$ cat config.mk
export PLATFORM = sky130hd
export DESIGN_NAME = bus_arbiter
export DESIGN_NICKNAME = d
export VERILOG_FILES = /design/src/rtl/bus_arbiter_pkg.sv /design/src/rtl/bus_arbiter_rr_pick.sv /design/src/rtl/bus_arbiter.sv
export SDC_FILE = /design/constraint.sdc
export NUM_CORES = 1
export LEC_CHECK = 0
export ABC_AREA = 1
export CORE_AREA = 2 2 116 118
export CTS_CLUSTER_DIAMETER = 150
export DETAILED_ROUTE_END_ITERATION = 10
export DIE_AREA = 0 0 118 120
export DONT_BUFFER_PORTS = 1
export HOLD_SLACK_MARGIN = 0.06
export PLACE_DENSITY = 0.3
export SYNTH_ARGS = -nofsm -noshare
export SYNTH_HDL_FRONTEND = slang
export SYNTH_HIERARCHICAL = 1
export SYNTH_SLANG_ARGS = --single-unit
$ cat constraint.sdc
create_clock -name i_CLK -period 5.1 [get_ports i_CLK]
set_clock_uncertainty 0.2 [all_clocks]
set_input_delay 0.51 -clock i_CLK [delete_from_list [all_inputs] [get_ports i_CLK]]
set_output_delay 0.51 -clock i_CLK [all_outputs]
set_load 0.05 [all_outputs]
$ cat src/rtl/bus_arbiter_pkg.sv
// Shared types and widths for the round-robin system bus arbiter.
package bus_arbiter_pkg;

  localparam int unsigned ADDR_W = 32;
  localparam int unsigned DATA_W = 32;
  localparam int unsigned CE_W   = 8;
  localparam int unsigned HB_W   = 2;
  localparam int unsigned IDX_W  = 2;

  typedef enum logic {
    ARB_IDLE  = 1'b0,
    ARB_OWNED = 1'b1
  } arb_state_e;

  typedef struct packed {
    logic              we;
    logic [HB_W-1:0]   hb;
    logic [ADDR_W-1:0] addr;
    logic [DATA_W-1:0] wdata;
    logic [CE_W-1:0]   ce;
  } bus_req_t;

endpackage

$ cat src/rtl/bus_arbiter_rr_pick.sv
// Combinational round-robin picker: first unmasked request at or above ptr, with wrap.
module bus_arbiter_rr_pick
  import bus_arbiter_pkg::*;
#(
  parameter int unsigned N = 2
) (
  input  logic [N-1:0]     req,
  input  logic [IDX_W-1:0] ptr,
  input  logic [N-1:0]     excl,
  output logic [N-1:0]     gnt_c,
  output logic [IDX_W-1:0] idx_c,
  output logic             any_c
);

  logic [N-1:0]   masked;
  logic [2*N-1:0] dbl_c;
  logic [N-1:0]   rot_c;
  logic [IDX_W:0] sum_c;

  assign masked = req & ~excl;

  // Rotate so bit 0 is the pointer position, then take the lowest set bit.
  always_comb begin
    dbl_c = {masked, masked} >> ptr;
    rot_c = dbl_c[N-1:0];
    sum_c = '0;
    any_c = 1'b0;
    idx_c = '0;
    gnt_c = '0;
    for (int unsigned i = 0; i < N; i++) begin
      if (!any_c && rot_c[i]) begin
        any_c = 1'b1;
        sum_c = {1'b0, ptr} + (IDX_W+1)'(i);
        if (sum_c >= (IDX_W+1)'(N)) sum_c = sum_c - (IDX_W+1)'(N);
        idx_c = sum_c[IDX_W-1:0];
      end
    end
    if (any_c) gnt_c = N'(1) << idx_c;
  end

endmodule

$ cat src/rtl/bus_arbiter.sv
// Round-robin arbiter sharing one slave bus between NUM_MASTERS requesters,
// with an optional limit on how long an owner may hold the bus while others wait.
module bus_arbiter
  import bus_arbiter_pkg::*;
#(
  parameter int unsigned NUM_MASTERS = 2,
  parameter int unsigned MAX_HOLD    = 8,
  parameter int unsigned CNT_W       = 4
) (
  input  logic                          i_CLK,
  input  logic                          i_RSTn,
  input  logic [NUM_MASTERS-1:0]        i_M_REQ,
  input  logic [NUM_MASTERS-1:0]        i_M_WE,
  input  logic [HB_W*NUM_MASTERS-1:0]   i_M_HB,
  input  logic [ADDR_W*NUM_MASTERS-1:0] i_M_ADDR,
  input  logic [DATA_W*NUM_MASTERS-1:0] i_M_WDATA,
  input  logic [CE_W*NUM_MASTERS-1:0]   i_M_CE,
  output logic [NUM_MASTERS-1:0]        o_M_GNT,
  output logic [DATA_W-1:0]             o_M_RDATA,
  output logic                          o_S_VALID,
  output logic                          o_S_WE,
  output logic [HB_W-1:0]               o_S_HB,
  output logic [ADDR_W-1:0]             o_S_ADDR,
  output logic [DATA_W-1:0]             o_S_WDATA,
  output logic [CE_W-1:0]               o_S_CE,
  input  logic [DATA_W-1:0]             i_S_RDATA,
  output logic [IDX_W-1:0]              o_OWNER
);

  localparam int unsigned HOLD_LAST = (MAX_HOLD == 0) ? 0 : MAX_HOLD - 1;

  arb_state_e             state_q, state_d;
  logic [NUM_MASTERS-1:0] gnt_q, gnt_d;
  logic [IDX_W-1:0]       owner_q, owner_d;
  logic [IDX_W-1:0]       ptr_q, ptr_d;
  logic [CNT_W-1:0]       cnt_q, cnt_d;

  logic [NUM_MASTERS-1:0] pick_gnt;
  logic [IDX_W-1:0]       pick_idx;
  logic                   pick_any;
  logic [NUM_MASTERS-1:0] pick_excl;
  logic                   owner_req;
  logic                   hold_hit;
  logic [IDX_W-1:0]       ptr_next;
  bus_req_t               sel;

  // In OWNED every pick is a release or handover, so the owner is always excluded.
  assign pick_excl = (state_q == ARB_OWNED) ? gnt_q : '0;

  bus_arbiter_rr_pick #(.N(NUM_MASTERS)) u_pick (
    .req   (i_M_REQ),
    .ptr   (ptr_q),
    .excl  (pick_excl),
    .gnt_c (pick_gnt),
    .idx_c (pick_idx),
    .any_c (pick_any)
  );

  assign owner_req = |(gnt_q & i_M_REQ);
  assign hold_hit  = (MAX_HOLD != 0) && (cnt_q == CNT_W'(HOLD_LAST));
  assign ptr_next  = (owner_q == IDX_W'(NUM_MASTERS - 1)) ? '0 : owner_q + IDX_W'(1);

  always_ff @(posedge i_CLK or negedge i_RSTn) begin
    if (!i_RSTn) begin
      state_q <= ARB_IDLE;
      gnt_q   <= '0;
      owner_q <= '0;
      ptr_q   <= '0;
      cnt_q   <= '0;
    end else begin
      state_q <= state_d;
      gnt_q   <= gnt_d;
      owner_q <= owner_d;
      ptr_q   <= ptr_d;
      cnt_q   <= cnt_d;
    end
  end

  always_comb begin
    state_d = state_q;
    gnt_d   = gnt_q;
    owner_d = owner_q;
    ptr_d   = ptr_q;
    cnt_d   = cnt_q;
    case (state_q)
      ARB_IDLE: begin
        if (pick_any) begin
          state_d = ARB_OWNED;
          gnt_d   = pick_gnt;
          owner_d = pick_idx;
          cnt_d   = '0;
        end
      end
      ARB_OWNED: begin
        if (!owner_req) begin
          ptr_d = ptr_next;
          cnt_d = '0;
          if (pick_any) begin
            gnt_d   = pick_gnt;
            owner_d = pick_idx;
          end else begin
            gnt_d   = '0;
            state_d = ARB_IDLE;
          end
        end else if (hold_hit && pick_any) begin
          ptr_d   = ptr_next;
          cnt_d   = '0;
          gnt_d   = pick_gnt;
          owner_d = pick_idx;
        end else if (pick_any) begin
          cnt_d = (cnt_q == CNT_W'(HOLD_LAST)) ? cnt_q : cnt_q + CNT_W'(1);
        end else begin
          cnt_d = '0;
        end
      end
      default: begin
        state_d = ARB_IDLE;
        gnt_d   = '0;
      end
    endcase
  end

  // Grant-selected payload mux; grant is one-hot so at most one term is taken.
  always_comb begin
    sel = '0;
    for (int k = 0; k < NUM_MASTERS; k++) begin
      if (gnt_q[k]) begin
        sel.we    = i_M_WE[k];
        sel.hb    = i_M_HB[k*HB_W +: HB_W];
        sel.addr  = i_M_ADDR[k*ADDR_W +: ADDR_W];
        sel.wdata = i_M_WDATA[k*DATA_W +: DATA_W];
        sel.ce    = i_M_CE[k*CE_W +: CE_W];
      end
    end
  end

  assign o_M_GNT   = gnt_q;
  assign o_OWNER   = owner_q;
  assign o_M_RDATA = i_S_RDATA;
  assign o_S_VALID = owner_req;
  assign o_S_WE    = owner_req & sel.we;
  assign o_S_CE    = owner_req ? sel.ce : '0;
  assign o_S_HB    = sel.hb;
  assign o_S_ADDR  = sel.addr;
  assign o_S_WDATA = sel.wdata;

endmodule

## Word level (Yosys, flattened, before mapping)

Index checks and enable logic that the tools add are counted.

- Flip-flop bits (word level): 11
- Latch bits: 0
- RAM bits: 0
- Memory bits (read-only): 0
- Input bits: 186
- Output and inout port bits: 112
- Memories kept: 0

- Add/subtract/negate cells: 5
- Multiply operators: 0
- Divide/modulo/power cells: 0
- Magnitude comparators: 2
- Eq/ne operators: 6
- Shift-type cells: 2
- Muxes and demuxes: 32
- Bitwise logic cells: 5
- Reductions and logical operators: 7

Operators with widths:

| cell | count |
|---|---|
| two-way mux 75 bit | 2 |
| two-way mux 2 bit | 16 |
| two-way mux 4 bit | 5 |
| two-way mux 8 bit | 1 |
| one-hot mux 2 bit (2 select lines) | 2 |
| one-hot mux 4 bit (2 select lines) | 1 |
| AND reduction 2 bit | 3 |
| inequality test 5 x 4 -> 1 bit (second input constant) | 1 |
| adder 4 x 1 -> 4 bit (second input constant) | 1 |
| AND 2 bit | 2 |
| == test 4 x 3 -> 1 bit (second input constant) | 1 |
| two-way mux 1 bit | 4 |
| right shift 4 x 2 -> 2 bit | 1 |
| subtractor 2 bit (second input constant) | 2 |
| adder 2 x 1 -> 3 bit (second input constant) | 1 |
| >= comparator 3 x 2 -> 1 bit (second input constant) | 1 |
| inequality test 3 x 2 -> 1 bit (second input constant) | 1 |
| adder 2 x 1 -> 2 bit (second input constant) | 1 |
| == test 2 x 1 -> 1 bit (second input constant) | 1 |
| >= comparator 2 bit (second input constant) | 1 |
| logical AND 1 bit | 2 |
| inequality test 2 x 1 -> 1 bit (second input constant) | 1 |
| inequality test 2 bit (second input constant) | 1 |
| NOT 2 bit | 1 |
| other kinds (6) | 6 |

## Longest topological paths before layout

- Depth after elaboration: 13
- Mapped depth: 15
- Gate-level depth less buffers: 12

## Modules after synthesis

The synthesis kept the hierarchy.

By module, submodules not included:

| module | times used | cells an instance | area an instance (µm²) | seq. area each (µm²) |
|---|---|---|---|---|
| bus_arbiter | 1 | 382 | 1996.9 | 275.3 |
| bus_arbiter_rr_pick | 1 | 16 | 71.3 | 0.0 |

## Worst setup path before layout

Ideal clock, no wire load.

- Path type: register -> output
- Start point: register gnt_q[0] (netlist: o_M_GNT[0])
- End point: output o_S_CE[0]
- Arrival: 1.735 ns
- Required time: 4.390 ns
- Slack: 2.655 ns
- Stages on the path, launching flop included: 7
- Cells stage by stage: dfrtp_1 > buf_2 > nand2_2 > nand2_4 > buf_2 > nand2_1 > inv_1

- Longest elaborated chain between the ends: 3
- Elaborated cells between the ends (all ways): 5
- Classes of those cells: mux: 3; bitwise: 1; reduce/logical: 1

Ends and longest elaborated chain:

| what | line | source |
|---|---|---|
| from (decl) | bus_arbiter.sv:33 | `logic [NUM_MASTERS-1:0] gnt_q, gnt_d;` |
| from (signal assigned) | bus_arbiter.sv:72 | `gnt_q <= gnt_d;` |
| AND 2 bit | bus_arbiter.sv:59 | `assign owner_req = \|(gnt_q & i_M_REQ);` |
| OR reduction 2 bit | bus_arbiter.sv:59 |  |
| via o_S_VALID | bus_arbiter.sv:20 | `output logic o_S_VALID,` |
| two-way mux 8 bit | bus_arbiter.sv:142 | `assign o_S_CE = owner_req ? sel.ce : '0;` |
| to (decl) | bus_arbiter.sv:25 | `output logic [CE_W-1:0] o_S_CE,` |

The timed path passes the listed nets, and every way through them passes these cells.

## Worst setup path in the final report

- Start point: register gnt_q[1] (netlist: o_M_GNT[1])
- End point: output o_S_WE

- Longest elaborated chain between the ends: 3
- Elaborated cells between the ends (all ways): 4
- Classes of those cells: mux: 1; bitwise: 2; reduce/logical: 1

Ends and longest elaborated chain:

| what | line | source |
|---|---|---|
| AND 2 bit | bus_arbiter.sv:59 |  |
| OR reduction 2 bit | bus_arbiter.sv:59 |  |
| AND 1 bit (*) | bus_arbiter.sv:141 | `assign o_S_WE = owner_req & sel.we;` |
| to (decl) | bus_arbiter.sv:21 | `output logic o_S_WE,` |

Mark *: on every way between the ends. The rest lies on a longest branch, timed or not.

==> impl_metrics.env <==
export IMPL_ioPinCount=298
export IMPL_critPathLaunchType="register"
export IMPL_dp_hpwl_um=5800
export IMPL_critical_path_class="register to output port"
export IMPL_overflow=0
export IMPL_cp_end_kind="output port"
export IMPL_syn_to_final_growth_pct=-4.23
export IMPL_h_tree_depth=1
export IMPL_diodes=0
export IMPL_synth_seq_cells=11
export IMPL_async_flop_share=1.00
export IMPL_ys_types=21
export IMPL_drc=0
export IMPL_synth_flop_cell="dfrtp_1"
export IMPL_fmax_mhz=312
export IMPL_viasPerCell=4.30
export IMPL_synthTopCellsByCount="188 x nand2_1, 82 x nand3_1, 42 x buf_4"
export IMPL_routedWlPerCell_um=14.2
export IMPL_synthCells=398
export IMPL_setup_violations_final=0
export IMPL_num_vias=2232
export IMPL_powerDensity_nw_per_um2=903
export IMPL_start_util=0.159
export IMPL_die_w_um=118
export IMPL_hold_slack_ns=0.293
export IMPL_yosysSeqAreaShare=0.133
export IMPL_post_route_min_period_ns=3.21
export IMPL_firstDrtPassIters=4
export IMPL_grt_pass1_vias=1985
export IMPL_rows=42
export IMPL_arrival_ns=2.50
export IMPL_clock_latency_ns=0.23
export IMPL_yosysWarnings=6
export IMPL_synth_top_cell_by_area="nand2_1"
export IMPL_grt_first_pass_wirelength_um=10900
export IMPL_syn_area_sq_um=2070
export IMPL_place_gp_congestion=0.739
export IMPL_cts_made_buffers=3
export IMPL_fin_setup_tns_ns=0
export IMPL_finalHoldViolations=0
export IMPL_worstPathRequired_ns=4.39
export IMPL_synth_area_top_cells="nand2_1 34%, nand3_1 20%, buf_4 15%"
export IMPL_worst_path_max_fanout=75
export IMPL_port_buffers=0
export IMPL_worst_pin_slew_ns=1.16
export IMPL_synth_most_common_cell="nand2_1"
export IMPL_clockBufferDepth=2
export IMPL_slew_headroom=0.227
export IMPL_die_y_um=120
export IMPL_drt_total_wl_um=7360
export IMPL_cts_tree="done"
export IMPL_drive_gt1_frac=0.0525
export IMPL_drt_iter0_drc=164
export IMPL_grt_setup_unrepaired="no"
export IMPL_synth_top_area_share=0.341
export IMPL_cts_setup_buffers=0
export IMPL_cap_violations=0
export IMPL_register_area_sq_um=280
export IMPL_peakVddDrop_mv=0.368
export IMPL_syn_nets=585
export IMPL_grt_total_usage=0.0937
export IMPL_syn_avg_cell_area_sq_um=5.20
export IMPL_antenna_left=0
export IMPL_cts_root_buffer="clkbuf_16"
export IMPL_fillers=1553
export IMPL_nets=531
export IMPL_multi_input_area_sq_um=1280
export IMPL_slew_violations=0
export IMPL_core_area_sq_um=13000
export IMPL_min_path_type="register to register"
export IMPL_status="completed"
export IMPL_grt_start_max_net_pins=80
export IMPL_synth_edff_count=0
export IMPL_die_area_sq_um=14200
export IMPL_power_leakage_nw=1.15
export IMPL_min_period_over_period=0.629
export IMPL_clkTransAtPathRegs_ns=0.04
export IMPL_numClockSinks=11
export IMPL_antenna_found_initial=0
## metal layers
metal | vias up | part of all wire | track usage
met5 | - | 0 | 0
met4 | 0 | 0.012 | 0.0188
met3 | 12 | 0.11 | 0.0309
met2 | 133 | 0.48 | 0.162
met1 | 997 | 0.40 | 0.114
li1 | 1090 | - | -
## cells in the final DEF (no fill, tap or decap), drive strengths merged
cell type | synthesis | final
nand4 | 1 | 1
nand3 | 83 | 83
inv | 27 | 27
o21ai | 6 | 6
xor2 | 1 | 1
clkbuf | 4 | 4
nor2 | 11 | 11
nand2 | 195 | 195
dfrtp | 11 | 11
dlygate4sd3 | 0 | 1
conb | 1 | 1
buf | 57 | 1
ha | 1 | 1
## critical path: stages, from the launching register on
cell,delay [ns]
dfrtp_2,0.60
inv_2,0.92
nand3_1,0.16
nand2_1,0.14
nand2_1,0.05
inv_1,0.34
## repair_timing
action                                 CTS  global route
endpoints found under the hold margin   11             0
gates resized for setup                  0             0
hold buffers                             1             0
## worst paths after layout
| path | startpoint | cells after the start | to | slack, ns |
|---|---|---|---|---|
| min | ptr_q[1]$_DFFE_PN0P_ | 2 | ptr_q[1]$_DFFE_PN0P_ | 0.29 |
| max in group asynchronous | i_RSTn | 1 | o_M_GNT[0]$_DFFE_PN0P_ | 3.81 |
| max | o_M_GNT[1]$_DFFE_PN0P_ | 5 | o_S_WE | 1.89 |
| min in group asynchronous | i_RSTn | 1 | o_M_GNT[0]$_DFFE_PN0P_ | 0.49 |
| max reg2reg | o_M_GNT[0]$_DFFE_PN0P_ | 10 | o_M_GNT[1]$_DFFE_PN0P_ | 2.64 |
| min reg2reg | ptr_q[1]$_DFFE_PN0P_ | 2 | ptr_q[1]$_DFFE_PN0P_ | 0.29 |
## kinds of logic after synthesis
kind of cell,after synthesis,synth area share
flip-flops,11,0.133
adder cells (fa/ha/maj),1,0.00605
AND/OR/NAND/NOR,290,0.593
buffers and inverters,88,0.247
other,1,0.00181
AO/OA/AOI/OAI,6,0.0145
XOR/XNOR,1,0.00424
## flip-flops by register name, indices dropped and copies added (netlist names)
register and flops:
cnt_q 4, state_q 1, o_M_GNT 2, ptr_q 2, o_OWNER 2
## metrics by stage
| stage | std cells | power, mW | util | instance area (sq um) | worst slack, ns |
|---|---|---|---|---|---|
| 3_5_place_dp | 514 | 1.66 | 0.146 | 1890 | 2.13 |
| 2_1_floorplan | 398 | 1.63 | - | 2070 | 2.66 |
| 6_report | 519 | 1.79 | 0.153 | 1980 | 1.89 |
| 4_1_cts | 519 | 1.81 | 0.153 | 1980 | 1.88 |
| 3_3_place_gp | 514 | 1.65 | 0.146 | 1890 | 2.22 |
| 5_1_grt | 519 | 1.90 | 0.153 | 1980 | 1.64 |
## power by group
part | leakage [nW] | switching, mW | internal, mW
clock | 0.0382 | 0.0370 | 0.105
sequential | 0.138 | 0.174 | 0.117
combinational | 0.972 | 1.19 | 0.170
total | 1.15 | 1.40 | 0.392
## final cells by class
| type | count | area share |
|---|---|---|
| Timing Repair Buffer | 2 | 0.00884 |
| Inverter | 27 | 0.0512 |
| Multi-Input combinational cell | 299 | 0.648 |
| Sequential cell | 11 | 0.142 |
| Clock buffer | 4 | 0.0398 |
| Tap cell | 176 | 0.111 |
Note: power is estimated with default switching activity, not from simulation.
